### src/rtl/tap_if.sv
// TAP-side bundle: debugger pins (tms/tdi/tdo) plus boundary-chain control and debug taps.
// The controller uses the slave view; the debugger/chain environment uses the master view.
interface tap_if #(
  parameter int IR_W = 4
);
  logic            tms;
  logic            tdi;
  logic            tdo;
  logic            tdo_en;
  logic            chain_si;
  logic            chain_so;
  logic            chain_shift;
  logic            chain_capture;
  logic            chain_update;
  logic            chain_mode;
  logic [3:0]      tap_state;
  logic [IR_W-1:0] ir;

  modport slave (
    input  tms, tdi, chain_so,
    output tdo, tdo_en, chain_si, chain_shift, chain_capture, chain_update,
           chain_mode, tap_state, ir
  );

  modport master (
    output tms, tdi, chain_so,
    input  tdo, tdo_en, chain_si, chain_shift, chain_capture, chain_update,
           chain_mode, tap_state, ir
  );
endinterface

### src/rtl/tap_ctrl.sv
// IEEE 1149.1-style TAP controller feeding a boundary-scan chain.
// Define TAP_IDCODE_EN to add the 32-bit IDCODE data register (and make IDCODE the reset instruction).
module tap_ctrl #(
  parameter int          IR_W   = 4,
  parameter logic [31:0] IDCODE = 32'h1000_0001
) (
  input logic  clock,
  input logic  reset_l,
  tap_if.slave bus
);

  typedef enum logic [3:0] {
    ST_TLR   = 4'hF, ST_RTI   = 4'hC, ST_SELDR = 4'h7, ST_CAPDR = 4'h6,
    ST_SHDR  = 4'h2, ST_EX1DR = 4'h1, ST_PADR  = 4'h3, ST_EX2DR = 4'h0,
    ST_UPDR  = 4'h5, ST_SELIR = 4'h4, ST_CAPIR = 4'hE, ST_SHIR  = 4'hA,
    ST_EX1IR = 4'h9, ST_PAIR  = 4'hB, ST_EX2IR = 4'h8, ST_UPIR  = 4'hD
  } tap_state_e;

  localparam logic [IR_W-1:0] INSTR_EXTEST = {IR_W{1'b0}};
  localparam logic [IR_W-1:0] INSTR_SAMPLE = IR_W'(1'b1);
  localparam logic [IR_W-1:0] IR_CAPTURE   = IR_W'(2'b01);
`ifdef TAP_IDCODE_EN
  localparam logic [IR_W-1:0] INSTR_IDCODE = IR_W'(2'b10);
  localparam logic [IR_W-1:0] RESET_INSTR  = INSTR_IDCODE;
`else
  localparam logic [IR_W-1:0] INSTR_BYPASS = {IR_W{1'b1}};
  localparam logic [IR_W-1:0] RESET_INSTR  = INSTR_BYPASS;
`endif

  if (IR_W < 2) begin : g_bad_ir_w
    $error("tap_ctrl: IR_W must be at least 2");
  end
  if (IDCODE[0] != 1'b1) begin : g_bad_idcode
    $error("tap_ctrl: IDCODE bit 0 must be 1");
  end

  tap_state_e      state_q, state_d;
  logic [IR_W-1:0] ir_q, ir_d;
  logic [IR_W-1:0] ir_shift_q, ir_shift_d;
  logic            bypass_q, bypass_d;
  logic            tdo_q, tdo_d;
  logic            tdo_en_q, tdo_en_d;
  logic            chain_mode_q, chain_mode_d;
`ifdef TAP_IDCODE_EN
  logic [31:0]     idcode_q, idcode_d;
`endif
  logic            sel_boundary_s;
  logic            dr_lsb_s;
  logic            chain_shift_s, chain_capture_s, chain_update_s;

  // FSM state register; TRST* forces Test-Logic-Reset immediately
  always_ff @(posedge clock or negedge reset_l) begin
    if (!reset_l) begin
      state_q <= ST_TLR;
    end else begin
      state_q <= state_d;
    end
  end

  // TMS-driven next-state decode
  always_comb begin
    state_d = state_q;
    case (state_q)
      ST_TLR:   state_d = bus.tms ? ST_TLR   : ST_RTI;
      ST_RTI:   state_d = bus.tms ? ST_SELDR : ST_RTI;
      ST_SELDR: state_d = bus.tms ? ST_SELIR : ST_CAPDR;
      ST_CAPDR: state_d = bus.tms ? ST_EX1DR : ST_SHDR;
      ST_SHDR:  state_d = bus.tms ? ST_EX1DR : ST_SHDR;
      ST_EX1DR: state_d = bus.tms ? ST_UPDR  : ST_PADR;
      ST_PADR:  state_d = bus.tms ? ST_EX2DR : ST_PADR;
      ST_EX2DR: state_d = bus.tms ? ST_UPDR  : ST_SHDR;
      ST_UPDR:  state_d = bus.tms ? ST_SELDR : ST_RTI;
      ST_SELIR: state_d = bus.tms ? ST_TLR   : ST_CAPIR;
      ST_CAPIR: state_d = bus.tms ? ST_EX1IR : ST_SHIR;
      ST_SHIR:  state_d = bus.tms ? ST_EX1IR : ST_SHIR;
      ST_EX1IR: state_d = bus.tms ? ST_UPIR  : ST_PAIR;
      ST_PAIR:  state_d = bus.tms ? ST_EX2IR : ST_PAIR;
      ST_EX2IR: state_d = bus.tms ? ST_UPIR  : ST_SHIR;
      ST_UPIR:  state_d = bus.tms ? ST_SELDR : ST_RTI;
      default:  state_d = ST_TLR;
    endcase
  end

  assign sel_boundary_s = (ir_q == INSTR_EXTEST) || (ir_q == INSTR_SAMPLE);

  // Chain strobes follow the DR states only, so IR scans never disturb the cells
  always_comb begin
    chain_shift_s   = 1'b0;
    chain_capture_s = 1'b0;
    chain_update_s  = 1'b0;
    if (sel_boundary_s) begin
      case (state_q)
        ST_SHDR:  chain_shift_s   = 1'b1;
        ST_CAPDR: chain_capture_s = 1'b1;
        ST_UPDR:  chain_update_s  = 1'b1;
        default:  chain_shift_s   = 1'b0;
      endcase
    end else begin
      chain_shift_s = 1'b0;
    end
  end

  always_comb begin
    dr_lsb_s = bypass_q;
    if (sel_boundary_s) begin
      dr_lsb_s = bus.chain_so;
`ifdef TAP_IDCODE_EN
    end else if (ir_q == INSTR_IDCODE) begin
      dr_lsb_s = idcode_q[0];
`endif
    end else begin
      dr_lsb_s = bypass_q;
    end
  end

  // Register datapath: tdo samples the LSB before this edge's shift
  always_comb begin
    ir_d         = ir_q;
    ir_shift_d   = ir_shift_q;
    bypass_d     = bypass_q;
    tdo_d        = tdo_q;
    tdo_en_d     = 1'b0;
    chain_mode_d = chain_mode_q;
`ifdef TAP_IDCODE_EN
    idcode_d     = idcode_q;
`endif
    case (state_q)
      ST_TLR:   ir_d = RESET_INSTR;
      ST_CAPIR: ir_shift_d = IR_CAPTURE;
      ST_SHIR: begin
        ir_shift_d = {bus.tdi, ir_shift_q[IR_W-1:1]};
        tdo_d      = ir_shift_q[0];
        tdo_en_d   = 1'b1;
      end
      ST_UPIR: begin
        ir_d         = ir_shift_q;
        chain_mode_d = (ir_shift_q == INSTR_EXTEST);
      end
      ST_CAPDR: begin
        bypass_d = 1'b0;
`ifdef TAP_IDCODE_EN
        idcode_d = IDCODE;
`endif
      end
      ST_SHDR: begin
        bypass_d = bus.tdi;
        tdo_d    = dr_lsb_s;
        tdo_en_d = 1'b1;
`ifdef TAP_IDCODE_EN
        idcode_d = {bus.tdi, idcode_q[31:1]};
`endif
      end
      default: tdo_en_d = 1'b0;
    endcase
  end

  always_ff @(posedge clock or negedge reset_l) begin
    if (!reset_l) begin
      ir_q         <= RESET_INSTR;
      ir_shift_q   <= {IR_W{1'b0}};
      bypass_q     <= 1'b0;
      tdo_q        <= 1'b0;
      tdo_en_q     <= 1'b0;
      chain_mode_q <= 1'b0;
`ifdef TAP_IDCODE_EN
      idcode_q     <= 32'h0000_0000;
`endif
    end else begin
      ir_q         <= ir_d;
      ir_shift_q   <= ir_shift_d;
      bypass_q     <= bypass_d;
      tdo_q        <= tdo_d;
      tdo_en_q     <= tdo_en_d;
      chain_mode_q <= chain_mode_d;
`ifdef TAP_IDCODE_EN
      idcode_q     <= idcode_d;
`endif
    end
  end

  assign bus.tdo           = tdo_q;
  assign bus.tdo_en        = tdo_en_q;
  assign bus.chain_si      = bus.tdi;
  assign bus.chain_shift   = chain_shift_s;
  assign bus.chain_capture = chain_capture_s;
  assign bus.chain_update  = chain_update_s;
  assign bus.chain_mode    = chain_mode_q;
  assign bus.tap_state     = state_q;
  assign bus.ir            = ir_q;

endmodule

### src/flat_wrapper.sv
// flat-port wrapper written by rule: the top's interface ports become plain ports
module tap_ctrl_flat 
#(
  parameter int          IR_W   = 4,
  parameter logic [31:0] IDCODE = 32'h1000_0001
)
  (clock, reset_l, bus_tms, bus_tdi, bus_chain_so, bus_tdo, bus_tdo_en, bus_chain_si, bus_chain_shift, bus_chain_capture, bus_chain_update, bus_chain_mode, bus_tap_state, bus_ir);
  tap_if #(.IR_W(IR_W)) bus_i ();
  input logic clock;
  input logic reset_l;
  input wire logic [$bits(bus_i.tms)-1:0] bus_tms;
  input wire logic [$bits(bus_i.tdi)-1:0] bus_tdi;
  input wire logic [$bits(bus_i.chain_so)-1:0] bus_chain_so;
  output wire logic [$bits(bus_i.tdo)-1:0] bus_tdo;
  output wire logic [$bits(bus_i.tdo_en)-1:0] bus_tdo_en;
  output wire logic [$bits(bus_i.chain_si)-1:0] bus_chain_si;
  output wire logic [$bits(bus_i.chain_shift)-1:0] bus_chain_shift;
  output wire logic [$bits(bus_i.chain_capture)-1:0] bus_chain_capture;
  output wire logic [$bits(bus_i.chain_update)-1:0] bus_chain_update;
  output wire logic [$bits(bus_i.chain_mode)-1:0] bus_chain_mode;
  output wire logic [$bits(bus_i.tap_state)-1:0] bus_tap_state;
  output wire logic [$bits(bus_i.ir)-1:0] bus_ir;
  assign bus_i.tms = bus_tms;
  assign bus_i.tdi = bus_tdi;
  assign bus_i.chain_so = bus_chain_so;
  assign bus_tdo = bus_i.tdo;
  assign bus_tdo_en = bus_i.tdo_en;
  assign bus_chain_si = bus_i.chain_si;
  assign bus_chain_shift = bus_i.chain_shift;
  assign bus_chain_capture = bus_i.chain_capture;
  assign bus_chain_update = bus_i.chain_update;
  assign bus_chain_mode = bus_i.chain_mode;
  assign bus_tap_state = bus_i.tap_state;
  assign bus_ir = bus_i.ir;
  tap_ctrl #(.IR_W(IR_W), .IDCODE(IDCODE)) u_core (.clock(clock), .reset_l(reset_l), .bus(bus_i));
endmodule
### config.mk
export PLATFORM = sky130hd
export DESIGN_NAME = tap_ctrl_flat
export DESIGN_NICKNAME = d
export VERILOG_FILES = /design/src/rtl/tap_if.sv /design/src/rtl/tap_ctrl.sv /design/src/flat_wrapper.sv
export SDC_FILE = /design/constraint.sdc
export NUM_CORES = 1
export LEC_CHECK = 0
export ABC_AREA = 1
export BUFFER_PORTS_ARGS = -buffer_cell sky130_fd_sc_hd__buf_2
export CORE_MARGIN = 2
export CORE_UTILIZATION = 40
export DETAILED_ROUTE_END_ITERATION = 8
export GPL_TIMING_DRIVEN = 0
export SYNTH_ARGS = -nofsm -noshare
export SYNTH_HDL_FRONTEND = slang
export SYNTH_SLANG_ARGS = --single-unit
### constraint.sdc
create_clock -name clock -period 2.5 [get_ports clock]
set_input_delay 0.125 -clock clock [delete_from_list [all_inputs] [get_ports clock]]
set_output_delay 0.125 -clock clock [all_outputs]
set_load 0.1 [all_outputs]
==> flow_summary.yaml, run 1 <==
clocking:
  insertion_delay_ps: 280
  root_buffer: "clkbuf_4"
  clk_pin_slew_ps: 100
  clockBufferDepth: 2
  cts_max_level: 1
  cts_tree: "done"
  clock-sinks: 16
  cts_buffers: 3
floorplanning:
  die_y_um: 49.9
  io_pins: 20
  coreArea_sq_um: 1980
  initial_utilization_pct: 42.5
  rows: 16
  dieWidth_um: 49.9
  dieArea_sq_um: 2490
place:
  dp_hpwl_mm: 1.31
  portBuffers: 19
  gp_congestion: 0.794
synthesis:
  async_reset_ff_share_pct: 100
  synthMuxAreaShare_pct: 0
  synth_ff_type: "dfstp_2"
  synthTopCellsByArea: "dfstp_2 (25%), dfrtp_1 (24%), nand2_1 (9.8%)"
  synth-simple-area-share_pct: 25.1
  synthAdderAreaFrac_pct: 0
  synthXorXnorAreaFrac_pct: 0
  yosysSeqAreaShare_pct: 48.7
  yosysWarningCount: 0
  synth_top_area_cell: "dfstp_2"
  syn_nets: 111
  synth.most_common_cell: "nand2_1"
  synthTopCellsByCount: "nand2_1 (22), inv_1 (20), nor2_1 (9)"
  ys_ff_latch: 16
  synth_compound_area_share_pct: 12.5
  synth_top_family_by_area: "simple AND/OR/NAND/NOR gates"
  syn_inst: 106
  synth_cell_types: 22
  syn_area_sq_um: 842
  syn_area_per_cell_sq_um: 7.94
  yosysTopAreaCellShare_pct: 25.0
  synth_edf_count: 0
detailed_routing:
  antenna_left: 0
  drt-vias-per-instance: 4.75
  vias: 746
  dr.pass1.iters: 4
  drt_wl_total_mm: 1.69
  drt_iter0_drc: 7
  wire_per_inst_um: 10.8
  route.detailed.drc: 0
critical_path:
  reg2reg_depth: 8
  startpoint_type: "register"
  critPathKind: "register to output port"
  regToRegSetupSlack_ps: 1160
  path_max_fanout: 7
  worstPathArrival_ps: 1740
  cp.required_ps: 2380
  end_kind: "output port"
global_route:
  grt_max_degree: 17
  grt_overflow: 0
  grt_usage_pct: 15.6
  grt_pass1_vias: 641
  antenna_found_initial: 0
  grt_pass1_wl_mm: 2.95
layout:
  fin_nets: 136
  layout-area-overhead-vs-synth_pct: 22.0
  drive_above_1_share_pct: 34.6
  fin_util_pct: 51.8
  n_antenna_cell: 0
timing:
  hold_slack_ps: 69.3
  setup_violations: 0
  rsz0062_at_grt: "no"
  skew_ps: 4.14
  max_freq_mhz: 535
  drv_slew: 0
  totalNegativeSetupSlack_ps: 0
  fin_crit_sh_pct: 74.7
  fin_crit_ps: 1870
  worst_pin_slew_ps: 488
  hold_violations: 0
  slew_headroom_pct: 67.7
worst_hold_path:
  worstHoldPathCells: 3
  worstHoldPathType: "input port to register"
flow_run:
  cap_violations: 0
status:
  status: "finished, final reports clean"
-- per-stage QoR --
stage	instances	setup WS (ps)	cell area, sq um
after detailed placement	152	930	991
after floorplan	106	189	862
after global placement	152	938	991
final	157	632	1030
after CTS	157	609	1030
after global routing	157	493	1030
-- flip-flops by register name, summed over array words and instances (netlist names) --
name	flops
u_core.bus.chain_mode	1
u_core.bypass_q	1
u_core.bus.ir	4
u_core.bus.tdo_en	1
u_core.bus.tdo	1
u_core.bus.tap_state	4
u_core.ir_shift_q	4
-- critical path: stages, from the launching register on --
cell	delay [ps]
dfstp_2	610
nand2_4	110
nor2_1	170
inv_1	80
nor2_2	70
buf_2	430
-- layer usage --
layer	routed length [um]	track usage (%)
met3	45	3.64
met1	879	23.0
met4	15	5.56
met5	0	0
met2	750	22.2
-- worst paths after layout --
kind,startpoint,to
max,u_core.bus.tap_state[1]$_DFF_PN1_,bus_chain_shift
min,bus_tms,u_core.bus.tap_state[2]$_DFF_PN1_
max reg2reg,u_core.bus.tap_state[2]$_DFF_PN1_,u_core.bus.tap_state[1]$_DFF_PN1_
min reg2reg,u_core.bus.ir[0]$_DFFE_PN1P_,u_core.bus.ir[0]$_DFFE_PN1P_
max in group asynchronous,reset_l,u_core.bus.tap_state[0]$_DFF_PN1_
min in group asynchronous,reset_l,u_core.ir_shift_q[2]$_DFFE_PN0N_
-- cells in the final DEF (no fill, tap or decap), types with 2 or more instances in the layout --
cell	count
nor2_1	7
nand2_1	22
nand3_1	7
dfrtp_1	8
a21oi_1	4
clkbuf_4	3
nor2_2	3
buf_2	19
inv_2	4
nand4_1	2
a22oi_1	4
o21ai_0	4
o22ai_1	3
inv_1	20
dfstp_2	8
nand2_4	2
-- cell type report --
class / count / area (sq um)
fillers: 205 / 955
inverters: 25 / 96.3
well taps: 27 / 33.8
clock buffers: 4 / 26.3
multi-input cells: 63 / 337
flip-flops and latches: 16 / 410
repair buffers: 20 / 105
plain buffers: 2 / 18.8
-- cell families (layout without fill, tap and decap cells) --
kind of cell | after synthesis | in the layout
AO/OA/AOI/OAI | 17 | 17
AND/OR/NAND/NOR | 46 | 46
buffers and inverters | 27 | 51
flip-flops | 16 | 16
-- timing repair --
item | in CTS | in global routing
resized for setup | 0 | 0
buffers inserted | 0 | 0
endpoints found under the hold margin | 8 | 0
hold buffers | 1 | 0
Power of run 1 is left out: the tool's default activity adds up to more than one toggle a clock period on the data nets, which glitch-free logic cannot reach.
==> inputs of run 2 (changes only) <==
==> constraint.sdc (replaced) <==
create_clock -name clock -period 1.9 [get_ports clock]
set_input_delay 0.095 -clock clock [delete_from_list [all_inputs] [get_ports clock]]
set_output_delay 0.095 -clock clock [all_outputs]
set_load 0.1 [all_outputs]
==> run 2 against run 1 <==
  * Clock skew fell by 2.3 ps
  * First-iteration DRC count increased by 110%
  * Register-to-register slack lost 730 ps
  * Worst hold slack got worse by 23 ps
  * Critical path depth is the same
  * Via count down 0.40%
  * Final area grew 4.7%
  * Utilization up 2.5 points
  * Critical endpoint is now bus_chain_update
==> flow_summary.yaml, run 2 (synthesis gave the netlist of run 1 again) <==
status:
  status: "finished, final reports clean"
global_route:
  grt_overflow: 0
  antenna_found_initial: 0
  grt_max_degree: 17
  grtUsageMet2_pct: 26.2
  grt_usage_pct: 15.6
  grt_pass1_wl_mm: 2.95
  grt_util_met1_pct: 19.3
  met3_usage_pct: 2.73
  busiest_layer: "met2"
  grt_pass1_vias: 705
critical_path:
  end_kind: "output port"
  startpoint_type: "register"
  regToRegSetupSlack_ps: 430
  cp.required_ps: 1800
  cpPeakStageDelay_ps: 660
  critPathKind: "register to output port"
  critPathSlowestCell: "dfstp_4"
  path_max_fanout: 9
  worstPathArrival_ps: 1710
  crit_chain: "inv_6, nor2_1, nand2_1, nor2_4, buf_4"
place:
  dp_hpwl_mm: 1.35
  gp_congestion: 0.780
  portBuffers: 19
timing:
  drv_slew: 0
  skew_ps: 1.80
  max_freq_mhz: 553
  hold_violations: 0
  fin_crit_sh_pct: 95.2
  rsz0062_at_grt: "no"
  worst_pin_slew_ps: 487
  setup_violations: 0
  slew_headroom_pct: 67.7
  fin_crit_ps: 1810
clocking:
  cts_tree: "done"
  cts_max_level: 1
  insertion_delay_ps: 290
  clk_pin_slew_ps: 100
  cts_buffers: 3
  clock-sinks: 16
  root_buffer: "clkbuf_4"
  clockBufferDepth: 2
detailed_routing:
  drt_iter0_drc: 15
  drt-vias-per-instance: 4.73
  dr.pass1.iters: 4
  antenna_left: 0
  route.detailed.drc: 0
  vias: 743
  wire_per_inst_um: 11.0
  drt_wl_total_mm: 1.73
floorplanning:
  die_y_um: 49.9
  initial_utilization_pct: 42.5
  dieWidth_um: 49.9
  coreArea_sq_um: 1980
  rows: 16
  io_pins: 20
  dieArea_sq_um: 2490
layout:
  fin_util_pct: 54.3
  final_common_cell: "nand2_1"
  layout_common_cells: "nand2_1 (22), inv_1 (20), buf_2 (16), dfrtp_1 (8)"
  n_antenna_cell: 0
  n_fill_cell: 192
  drive_above_1_share_pct: 35.4
  layout-area-overhead-vs-synth_pct: 27.8
  fin_nets: 136
flow_run:
  cap_violations: 0
worst_hold_path:
  worstHoldPathType: "input port to register"
-- run 2: changes by cell type in the layout (fill, tap and decap cells not counted), moves of 2 or more --
cell,change
buf_2,-3
buf_4,+2
dfstp_2,-2
dfstp_4,+2
nor2_2,-2
nor2_4,+2
-- run 2: critical path: cells and delay by family (launching register included) --
kind	cells	cell delay, ps
flip-flops	1	660
AND/OR/NAND/NOR	3	410
buffers and inverters	2	350
-- run 2: final cells by class --
type	count	area [sq um]	share of cell area [%]
sequential	16	418	38.8
multi-input combinational	63	355	33.0
timing repair buffer	20	113	10.5
inverter	25	101	9.42
clock buffer	4	36.3	3.37
tap	27	33.8	3.14
buffer	2	18.8	1.74
-- run 2: path summary, 6_finish.rpt --
check	from	end	cells past startpoint
max	u_core.bus.tap_state[2]$_DFF_PN1_	bus_chain_update	5
min	bus_tms	u_core.bus.tap_state[2]$_DFF_PN1_	3
max reg2reg	u_core.bus.tap_state[2]$_DFF_PN1_	u_core.bus.tap_state[1]$_DFF_PN1_	8
min reg2reg	u_core.bus.chain_mode$_DFFE_PN0N_	u_core.bus.chain_mode$_DFFE_PN0N_	2
max in group asynchronous	reset_l	u_core.bus.tap_state[3]$_DFF_PN1_	2
min in group asynchronous	reset_l	u_core.bus.chain_mode$_DFFE_PN0N_	2
-- run 2: routing by layer --
| metal | vias up | wire, um | part of all wire [%] |
|---|---|---|---|
| met5 | - | 0 | 0 |
| met4 | 0 | 13 | 0.75 |
| met3 | 2 | 48 | 2.8 |
| met2 | 13 | 879 | 51 |
| met1 | 346 | 791 | 46 |
| li1 | 382 | - | - |
-- run 2: stage by stage --
stage	hold WS (ps)	setup WS (ps)	TNS, ps	instances	cell area [sq um]
floorplan	-201	-169	-169	106	893
global placement	21.0	298	0	152	1020
detailed placement	31.8	285	0	152	1020
CTS	35.8	34.1	0	157	1070
global route	55.7	16.6	0	157	1080
finish	46.2	91.4	0	157	1080
-- run 2: what timing repair did --
action / 4_1_cts / 5_1_grt
setup endpoints to repair: 2 / 1
gates resized for setup: 2 / 1
hold buffers: 1 / 0
buffers inserted: 0 / 0
cloned: 0 / 0
endpoints found under the hold margin: 8 / 0
Power of run 2 is left out for the same reason.
